<file path="src/rtl/lsu_mem_ctrl.sv">
`default_nettype none
// ============================================================================
// Module   : lsu_mem_ctrl
// Purpose  : Load/store sequencer between the execute stage and a byte-lane
//            data memory; sub-word stores are done as read-modify-write.
// Revision : 1.0 - initial release
// ============================================================================
module lsu_mem_ctrl #(
    parameter int MEM_LATENCY = 1
) (
    input  logic        clk,
    input  logic        rst_b,
    input  logic        req_valid,
    output logic        req_ready,
    input  logic        req_write,
    input  logic [2:0]  req_funct3,
    input  logic [31:0] req_addr,
    input  logic [31:0] req_wdata,
    output logic        resp_valid,
    output logic [31:0] resp_rdata,
    output logic        resp_err,
    output logic        busy,
    output logic [31:0] mem_addr,
    output logic [7:0]  mem_data_in  [0:3],
    input  logic [7:0]  mem_data_out [0:3],
    output logic        mem_write_en
);

    localparam logic [3:0] c_cnt_last = 4'(MEM_LATENCY - 1);

    localparam logic [2:0] c_f3_b  = 3'b000;
    localparam logic [2:0] c_f3_h  = 3'b001;
    localparam logic [2:0] c_f3_w  = 3'b010;
    localparam logic [2:0] c_f3_bu = 3'b100;
    localparam logic [2:0] c_f3_hu = 3'b101;

    typedef enum logic [1:0] {
        ST_IDLE    = 2'd0,
        ST_RD_WAIT = 2'd1,
        ST_WR      = 2'd2,
        ST_RESP    = 2'd3
    } state_t;

    state_t      r_state;
    logic [3:0]  r_cnt;
    logic        r_write;
    logic [2:0]  r_funct3;
    logic [1:0]  r_addr_lo;
    logic [15:0] r_wdata;

    logic        w_req_err;
    logic        w_last_rd;
    logic [7:0]  w_byte;
    logic [15:0] w_half;
    logic [31:0] w_load_data;
    logic [7:0]  w_merge [0:3];

    assign req_ready = (r_state == ST_IDLE);
    assign busy      = (r_state != ST_IDLE);
    assign w_last_rd = (r_cnt == c_cnt_last);

    // Request legality is decided from the live request so the accept cycle
    // can route straight to RESP without touching memory.
    always_comb begin
        w_req_err = 1'b1;
        case (req_funct3)
            c_f3_b:  w_req_err = 1'b0;
            c_f3_h:  w_req_err = req_addr[0];
            c_f3_w:  w_req_err = |req_addr[1:0];
            c_f3_bu: w_req_err = req_write;
            c_f3_hu: w_req_err = req_write | req_addr[0];
            default: w_req_err = 1'b1;
        endcase
    end

    always_comb begin
        w_byte = mem_data_out[r_addr_lo];
        w_half = r_addr_lo[1] ? {mem_data_out[3], mem_data_out[2]}
                              : {mem_data_out[1], mem_data_out[0]};
        case (r_funct3)
            c_f3_b:  w_load_data = {{24{w_byte[7]}}, w_byte};
            c_f3_h:  w_load_data = {{16{w_half[15]}}, w_half};
            c_f3_bu: w_load_data = {24'h0, w_byte};
            c_f3_hu: w_load_data = {16'h0, w_half};
            default: w_load_data = {mem_data_out[3], mem_data_out[2],
                                    mem_data_out[1], mem_data_out[0]};
        endcase
    end

    // Read-modify-write merge: untouched lanes keep the value just read.
    always_comb begin
        for (int k = 0; k < 4; k++) begin
            w_merge[k] = mem_data_out[k];
        end
        if (r_funct3 == c_f3_b) begin
            w_merge[r_addr_lo] = r_wdata[7:0];
        end else begin
            w_merge[{r_addr_lo[1], 1'b0}] = r_wdata[7:0];
            w_merge[{r_addr_lo[1], 1'b1}] = r_wdata[15:8];
        end
    end

    always_ff @(posedge clk) begin
        if (!rst_b) begin
            r_state      <= ST_IDLE;
            r_cnt        <= 4'd0;
            r_write      <= 1'b0;
            r_funct3     <= 3'b000;
            r_addr_lo    <= 2'b00;
            r_wdata      <= 16'h0;
            resp_valid   <= 1'b0;
            resp_err     <= 1'b0;
            resp_rdata   <= 32'h0;
            mem_addr     <= 32'h0;
            mem_data_in  <= '{default: 8'h00};
            mem_write_en <= 1'b0;
        end else begin
            case (r_state)
                ST_IDLE: begin
                    if (req_valid) begin
                        r_write   <= req_write;
                        r_funct3  <= req_funct3;
                        r_addr_lo <= req_addr[1:0];
                        r_wdata   <= req_wdata[15:0];
                        mem_addr  <= {req_addr[31:2], 2'b00};
                        r_cnt     <= 4'd0;
                        if (w_req_err) begin
                            resp_valid <= 1'b1;
                            resp_err   <= 1'b1;
                            resp_rdata <= 32'h0;
                            r_state    <= ST_RESP;
                        end else if (req_write && req_funct3 == c_f3_w) begin
                            mem_data_in[0] <= req_wdata[7:0];
                            mem_data_in[1] <= req_wdata[15:8];
                            mem_data_in[2] <= req_wdata[23:16];
                            mem_data_in[3] <= req_wdata[31:24];
                            mem_write_en   <= 1'b1;
                            r_state        <= ST_WR;
                        end else begin
                            r_state <= ST_RD_WAIT;
                        end
                    end
                end
                ST_RD_WAIT: begin
                    if (w_last_rd) begin
                        r_cnt <= 4'd0;
                        if (r_write) begin
                            mem_data_in  <= w_merge;
                            mem_write_en <= 1'b1;
                            r_state      <= ST_WR;
                        end else begin
                            resp_valid <= 1'b1;
                            resp_err   <= 1'b0;
                            resp_rdata <= w_load_data;
                            r_state    <= ST_RESP;
                        end
                    end else begin
                        r_cnt <= r_cnt + 4'd1;
                    end
                end
                ST_WR: begin
                    mem_write_en <= 1'b0;
                    resp_valid   <= 1'b1;
                    resp_err     <= 1'b0;
                    resp_rdata   <= 32'h0;
                    r_state      <= ST_RESP;
                end
                ST_RESP: begin
                    resp_valid <= 1'b0;
                    resp_err   <= 1'b0;
                    r_state    <= ST_IDLE;
                end
                default: begin
                    r_state <= ST_IDLE;
                end
            endcase
        end
    end

endmodule
`default_nettype wire

</file>
<file path="config.mk">
export PLATFORM = sky130hd
export DESIGN_NAME = lsu_mem_ctrl
export DESIGN_NICKNAME = d
export VERILOG_FILES = /design/src/rtl/lsu_mem_ctrl.sv
export SDC_FILE = /design/constraint.sdc
export NUM_CORES = 1
export LEC_CHECK = 0
export CORE_MARGIN = 2
export CORE_UTILIZATION = 41
export CTS_CLUSTER_SIZE = 30
export DETAILED_ROUTE_END_ITERATION = 8
export GPL_TIMING_DRIVEN = 0
export MAX_ROUTING_LAYER = met4
export PLACE_DENSITY = 0.79
export REMOVE_ABC_BUFFERS = 1
export SLEW_MARGIN = 5
export SYNTH_ARGS = -nofsm -noshare
export SYNTH_HDL_FRONTEND = slang
export SYNTH_SLANG_ARGS = --single-unit
</file>
<file path="constraint.sdc">
create_clock -name clk -period 2.2 [get_ports clk]
set_input_delay 0.44 -clock clk [delete_from_list [all_inputs] [get_ports clk]]
set_output_delay 0.44 -clock clk [all_outputs]
set_load 0.05 [all_outputs]
</file>
==> results of run 1 <==
sequential cells by signal, indices dropped and copies added, names as in the netlist:
signal / flops
mem_data_in: 32
resp_err: 1
resp_valid: 1
r_write: 1
r_funct3: 3
r_addr_lo: 2
r_state: 2
r_cnt: 4
mem_addr: 30
resp_rdata: 32
r_wdata: 16
mem_write_en: 1
cells in the mapped netlist (2+ instances only):
| cell type | n | share of area, % |
|---|---|---|
| nor3b_1 | 3 | 0.40 |
| nand2_1 | 138 | 9.1 |
| o21a_1 | 2 | 0.26 |
| nor2_1 | 39 | 2.6 |
| ha_1 | 7 | 1.5 |
| mux2_2 | 2 | 0.40 |
| buf_6 | 3 | 0.60 |
| a21oi_1 | 87 | 7.7 |
| a211oi_1 | 2 | 0.26 |
| inv_1 | 7 | 0.46 |
| xor2_1 | 2 | 0.31 |
| dfxtp_1 | 125 | 44 |
| o22ai_1 | 5 | 0.55 |
| nand2b_1 | 23 | 2.5 |
| nor4_1 | 2 | 0.22 |
| nor3_1 | 4 | 0.35 |
| and2_1 | 2 | 0.22 |
| a32o_1 | 18 | 3.2 |
| mux2i_1 | 24 | 4.2 |
| buf_4 | 2 | 0.26 |
| a22o_1 | 46 | 7.1 |
| buf_1 | 3 | 0.20 |
| o22a_1 | 17 | 2.6 |
| or4_1 | 2 | 0.26 |
| nor2b_1 | 7 | 0.77 |
| nor4b_1 | 2 | 0.31 |
| buf_2 | 11 | 0.97 |
| o2111ai_1 | 3 | 0.46 |
| o21ai_0 | 20 | 1.8 |
| clkbuf_1 | 33 | 2.2 |
| nand3b_1 | 8 | 1.1 |
tightest hold or removal path: stages, from the launching register on:
cell	delay (ps)
dfxtp_1	300
nand2_1	50
a21oi_1	50
kinds of logic after synthesis:
family / Yosys count / share of synthesized area [%]
AND/OR/NAND/NOR: 238 / 19.21
AO/OA/AOI/OAI: 208 / 25.22
multiplexers: 26 / 4.633
flip-flops: 125 / 44.12
XOR/XNOR: 3 / 0.4634
other: 1 / 0.06612
buffers and inverters: 60 / 4.743
adder cells (fa/ha/maj): 7 / 1.544
metal layers:
metal	routed length, um	vias up
met4	611	0
met5	0	-
li1	-	2754
met1	7822	2710
met2	8777	294
met3	1683	59
final cells by class:
cell class / instances / share of cell area [%]
clock buffer: 18 / 5.045
sequential: 125 / 28.85
multi-input combinational: 486 / 35.13
tap: 176 / 2.530
timing repair buffer: 218 / 25.84
inverter: 8 / 0.3737
clock inverter: 14 / 2.228
path summary, 6_finish.rpt:
check	startpoint	to	slack [ps]
setup / recovery	r_funct3[0]	mem_data_in[24]	8
hold / removal	mem_addr[13]	mem_addr[13]	450
setup reg to reg	r_funct3[0]	mem_data_in[24]	8
hold reg to reg	mem_addr[13]	mem_addr[13]	450
what timing repair did:
| item | in CTS | in global routing |
|---|---|---|
| setup buffers | 11 | 0 |
| gates cloned | 2 | 0 |
| hold endpoints to repair | 0 | 0 |
| resized for setup | 31 | 7 |
| pin swaps | 6 | 2 |
| hold buffers | 0 | 0 |
| setup endpoints to repair | 71 | 64 |
placed cells by master (no fill, tap or decap), types with 8 or more instances in the layout:
cell,instances
a22o_1,46
o22a_1,17
nor2_1,39
mux2i_1,24
a32o_1,18
clkdlybuf4s50_1,199
buf_4,9
nand3b_1,8
dfxtp_1,120
nand2b_1,22
a21oi_1,86
o21ai_0,19
clkbuf_16,17
nand2_1,137
power by group:
group | total, W | switching [W] | internal [W]
combinational | 0.00589 | 0.00372 | 0.00217
clock | 0.00298 | 0.00106 | 0.00192
sequential | 0.00324 | 0.000432 | 0.00280
stage by stage:
step / utilization [%] / setup TNS [ps] / total power (W)
global route: 64.96 / -260.7 / 0.01264
finish: 64.96 / 0 / 0.01210
CTS: 64.69 / 0 / 0.01205
global placement: 57.23 / -235920 / 0.008473
detailed placement: 58.30 / -50850 / 0.008702
floorplan: - / -92380 / 0.006705
==> results.md, run 1 <==
- Pre-CTS setup slack: -1229 ps
- Data required time at the worst endpoint: 2510 ps
- Die height: ~120 um
- Worst Skew: between 7 and 8 ps
- Final setup viols: 0
- Register Area: about 2500 sq um
- Vias in the first global route: roughly 5.5k
- Synth Instances: roughly 670
- Effective utilization at floorplan: approximately 42%
- Synth Cell Area: between 5000 and 6000 sq um
- First-pass GRT wire length: 29,150 um
- CP max-delay cell: dfxtp_1
- Critical path peak fanout: 16
- Buf+Inv Stages, Crit Path: 0
- Hold WC Path Type: reg -> reg
- FF+latch count, synth: around 130
- Clk root buf: clkbuf_16
- Residual DRC: 0
- Slew Limit Headroom: 51.87%
- Gp weighted congestion: approximately 0.96
- H-tree level count: 4
- Crit path max-delay family: flip-flops
- Die area: 14,790 sq um
- Remaining antenna violation count after routing: 0
- Fin cells: ~1.0k
- Routed WL: roughly 19,000 um
- Power per standard cell area: between 1000 and 1500 nW/um^2
- Max-cap viol count: 0
- Least-Margin Pin Slew: approximately 720 ps
- Drt first pass iters: 5
- Syn avg cell area: ~8.5 sq um
- Critical path type: reg -> reg
- Drt initial violations: 558
- Final Cell Area: 8705 sq um
- Final hold violation count: 0
- M3 GR Usage: under 10%
- Cts bufs inserted: 17
- CP peak stage delay: a little under 800 ps
- Peak VDD IR: 691.8 uV
- Clock input transition at the sequential cells of the worst setup and hold paths: about 60 ps
- Sequential area share after synthesis: between 40 and 50%
- Routed WL per cell: approximately 18 um
- Detail Placement HPWL: about 13,000 um
- Clk_lat worst skew: roughly 420 ps
- CTS tree: built
- Final worst-path setup slack: roughly 8.4 ps
- Largest net degree at the start of global routing: 44
- FILL cells: between 1k and 1.5k
- CP endpoint kind: flop
- FF-to-FF path depth: 5
- Fin nets: slightly below 1k
- Tmin final: around 2200 ps
- Core box area: between 10,000 and 15,000 sq um
- Ys flop type: dfxtp_1
- Number of synthesized flops with an enable pin: 0
- Critical path depth: 5
- Longest Clk Path Bufs: 2
- CP arrival: roughly 2500 ps
- CTS Sinks: ~130
- Status: finished, final reports clean
- Gr busiest metal: met2
- Placed cell count: roughly 1.0k
- Die width: 121.6 um
- Critical Path, Cell by Cell: nor4b_2, nor2_2, mux2i_1, a21oi_1, a22o_1
- Number of antenna repair diodes: 0
- Boundary Pins: approximately 200
- Layout area overhead: 53.47%
- Netlist cell types: 50
- GR Util All Layers: between 20% and 30%
- Unrepaired setup endpoints after global routing: yes
- # port buffers: roughly 200
- Fmax: 456.3 MHz
- Share of layout cells above drive strength 1: a little under a tenth
- Via density: between 5 and 6
- Leak pwr: approximately 3.2 nW
- Setup crit start kind: flop
- Met1 Usage GRT: 32.96%
- Synth warn: 0
- Max-slew violations: 0
- Initial antenna violation count: 0
- Asr flop ratio synth: 0%
- Post-DP Area: slightly below 8000 sq um
- Final hold slack: 450.6 ps
- GR Util met2: 39.99%
- Total gr overflow: 0
- Fraction of the cycle the final worst path needs: 99.62%
- Hold Path Depth: 2
- Row count: 42
- DR vias: between 5k and 6k
- Multi-input combinational cell area: 3058 sq um
Power figures use the tool's default switching activity.
==> run 2, diff against run 1 <==
--- a/config.mk
+++ b/config.mk
@@ -6,12 +6,13 @@
 export NUM_CORES = 1
 export LEC_CHECK = 0
 export CORE_MARGIN = 2
-export CORE_UTILIZATION = 41
+export CORE_UTILIZATION = 42
+export CTS_BUF_LIST = sky130_fd_sc_hd__clkbuf_8
 export CTS_CLUSTER_SIZE = 30
 export DETAILED_ROUTE_END_ITERATION = 8
 export GPL_TIMING_DRIVEN = 0
 export MAX_ROUTING_LAYER = met4
-export PLACE_DENSITY = 0.79
+export PLACE_DENSITY = 0.81
 export REMOVE_ABC_BUFFERS = 1
 export SLEW_MARGIN = 5
 export SYNTH_ARGS = -nofsm -noshare
==> run 2 against run 1 <==
  * Setup slack lost 9.8 ps
  * The flow now finishes with violations (setup timing)
  * Critical path depth is 3 higher
  * Sequential power hardly changed
==> results.md, run 2 (synthesis gave the netlist of run 1 again) <==
- Critical path peak fanout: 8
- R2R Path End: mem_data_in[30]
- Critical path type: reg -> reg
- Least-Margin Pin Slew: roughly 690 ps
- Leak pwr: 3.226 nW
- Max-slew violations: 0
- Hold Path Depth: 3
- Core box area: about 13,000 sq um
- Final worst-path setup slack: -1.411 ps
- DR vias: roughly 6k
- CP arrival: between 2000 and 3000 ps
- Switch Pwr: about 0.0053 W
- Switching portion of total power: between 40% and 50%
- Clk_lat worst skew: 450 ps
- Fin nets: 976
- CP endpoint kind: flop
- Reg2reg setup slack: -1 ps
- Die area: between 10,000 and 15,000 sq um
- Residual DRC: 0
- Total gr overflow: 0
- Fmax: around 450 MHz
- First-pass GRT wire length: 29,050 um
- Hold Path Sink: r_funct3[0]
- Effective utilization at floorplan: 43.00%
- GR Util All Layers: a little over a quarter
- Worst R2R Start: r_state[1]
- Die height: 120.2 um
- Met2 WL post-DR: about 9500 um
- Gp weighted congestion: about 0.94
- CTS Sinks: 125
- Cts bufs inserted: 17
- Final hold slack: between 400 and 500 ps
- Vias in the first global route: ~5.4k
- Hold WC Path Type: in -> reg
- Largest registers: mem_data_in (32), resp_rdata (32), mem_addr (30)
- Final hold violation count: 0
- Hold Crit Start: req_funct3[0]
- Clock group share of total power: between 10% and 20%
- Die width: approximately 120 um
- Total power draw: between 0.01 and 0.015 W
- FILL cells: around 1.1k
- Boundary Pins: a little over 200
- Power per standard cell area: between 1000 and 1500 nW/um^2
- Drt initial violations: around 660
- Tmin final: around 2200 ps
- FF-to-FF path depth: 8
- H-tree level count: 4
- Final TNS setup: -1.530 ps
- Remaining antenna violation count after routing: 0
- Max-cap viol count: 0
- Fraction of the cycle the final worst path needs: 100.1%
- Hold buffer count at CTS: 0
- Setup crit start kind: flop
- Slew Limit Headroom: 53.86%
- Routed WL per cell: 19.10 um
- Met3 routed wirelength: 1915 um
- CTS tree: built
- Peak VDD IR: 631.7 uV
- Detail Placement HPWL: 12,830 um
- Row count: 42
- # port buffers: around 200
- Pint: between 0.006 and 0.007 W
- Most frequent cells in the layout: clkdlybuf4s50_1, nand2_1, dfxtp_1
- Share of layout cells above drive strength 1: 10.35%
- Worst Skew: between 6 and 7 ps
- Layout area overhead: 51.91%
- Post-layout util: 65.32%
- Status: finished with violations
- Largest net degree at the start of global routing: 44
- Via density: roughly 5.7
- Final setup viols: 2
- Failing checks: setup timing
- Number of antenna repair diodes: 0
- Pre-CTS setup slack: -1222 ps
- Unrepaired setup endpoints after global routing: yes
- Longest Clk Path Bufs: 2
- Top layer in use: met4
- Routed WL: around 20,000 um
- Drt first pass iters: 5
- Part of the power in combinational logic: a little over half
- Initial antenna violation count: 0
- Sequential power share: around 28%
- Met1 Wirelength: ~7900 um
- Commonest non-fill, non-tap cell in the layout: clkdlybuf4s50_1
- Clock input transition at the sequential cells of the worst setup and hold paths: 70 ps
- Data required time at the worst endpoint: around 2500 ps
- Clk root buf: clkbuf_8
run 2: cell count changes in the layout (fill, tap and decap cells not counted), moves of 2 or more:
cell and change:
clkinv_4 -2, clkinv_2 +3, buf_4 +7, dlygate4sd2_1 +4, clkinvlp_4 -3, clkbuf_16 -17
buf_8 +2, clkdlybuf4s50_1 -4, inv_1 +2, clkbuf_8 +17
run 2: stage by stage:
| stage | cell area [sq um] | instances |
|---|---|---|
| CTS | 8527 | 1050 |
| global route | 8616 | 1055 |
| floorplan | 5436 | 617 |
| finish | 8616 | 1055 |
| global placement | 7669 | 994 |
| detailed placement | 7818 | 1000 |
run 2: power by group through the flow:
stage,Sequential [W],Clock [W],Combinational [W]
after floorplan,0.00463,0,0.00208
after global placement,0.00323,0,0.00523
after detailed placement,0.00324,0,0.00545
after CTS,0.00320,0.00221,0.00593
after global routing,0.00328,0.00231,0.00653
final,0.00323,0.00218,0.00624
run 2: area by class of cell:
| class | count | area [sq um] | area share (%) |
|---|---|---|---|
| timing repair buffer | 227 | 2341 | 27.17 |
| inverter | 8 | 43.79 | 0.5083 |
| tap | 176 | 220.2 | 2.556 |
| multi-input combinational | 487 | 3075 | 35.70 |
| clock inverter | 14 | 176.4 | 2.048 |
| sequential | 125 | 2511 | 29.15 |
| clock buffer | 18 | 247.7 | 2.875 |
run 2: worst max-delay path by stage:
stage / from / depth (start not counted) / to
finish: r_state[1] / 8 / mem_data_in[30]
global route: r_funct3[0] / 4 / mem_data_in[4]
CTS: r_funct3[1] / 5 / mem_data_in[24]
detailed placement: req_addr[0] / 6 / resp_rdata[21]
global placement: rst_b / 4 / resp_rdata[19]
floorplan: r_state[1] / 7 / resp_rdata[0]
run 2: layer usage:
layer | GRT usage [%] | vias up
met5 | - | -
met4 | 11.54 | 0
met3 | 7.264 | 72
met2 | 41.76 | 358
met1 | 33.13 | 2810
li1 | - | 2775
run 2: what timing repair did:
| action | CTS | global route |
|---|---|---|
| setup buffers | 15 | 4 |
| resized for setup | 34 | 14 |
| endpoints found under the hold margin | 0 | 0 |
| gates cloned | 3 | 1 |
| pin swaps | 6 | 12 |
| setup endpoints to repair | 71 | 52 |
run 2: critical path, stage by stage, from the launching register on:
cell and delay [ps]:
dfxtp_2 340, inv_2 50, ha_4 160, nor2b_4 130, or4_4 480, o21a_4 150
buf_6 130, o31a_4 420, a22o_1 230
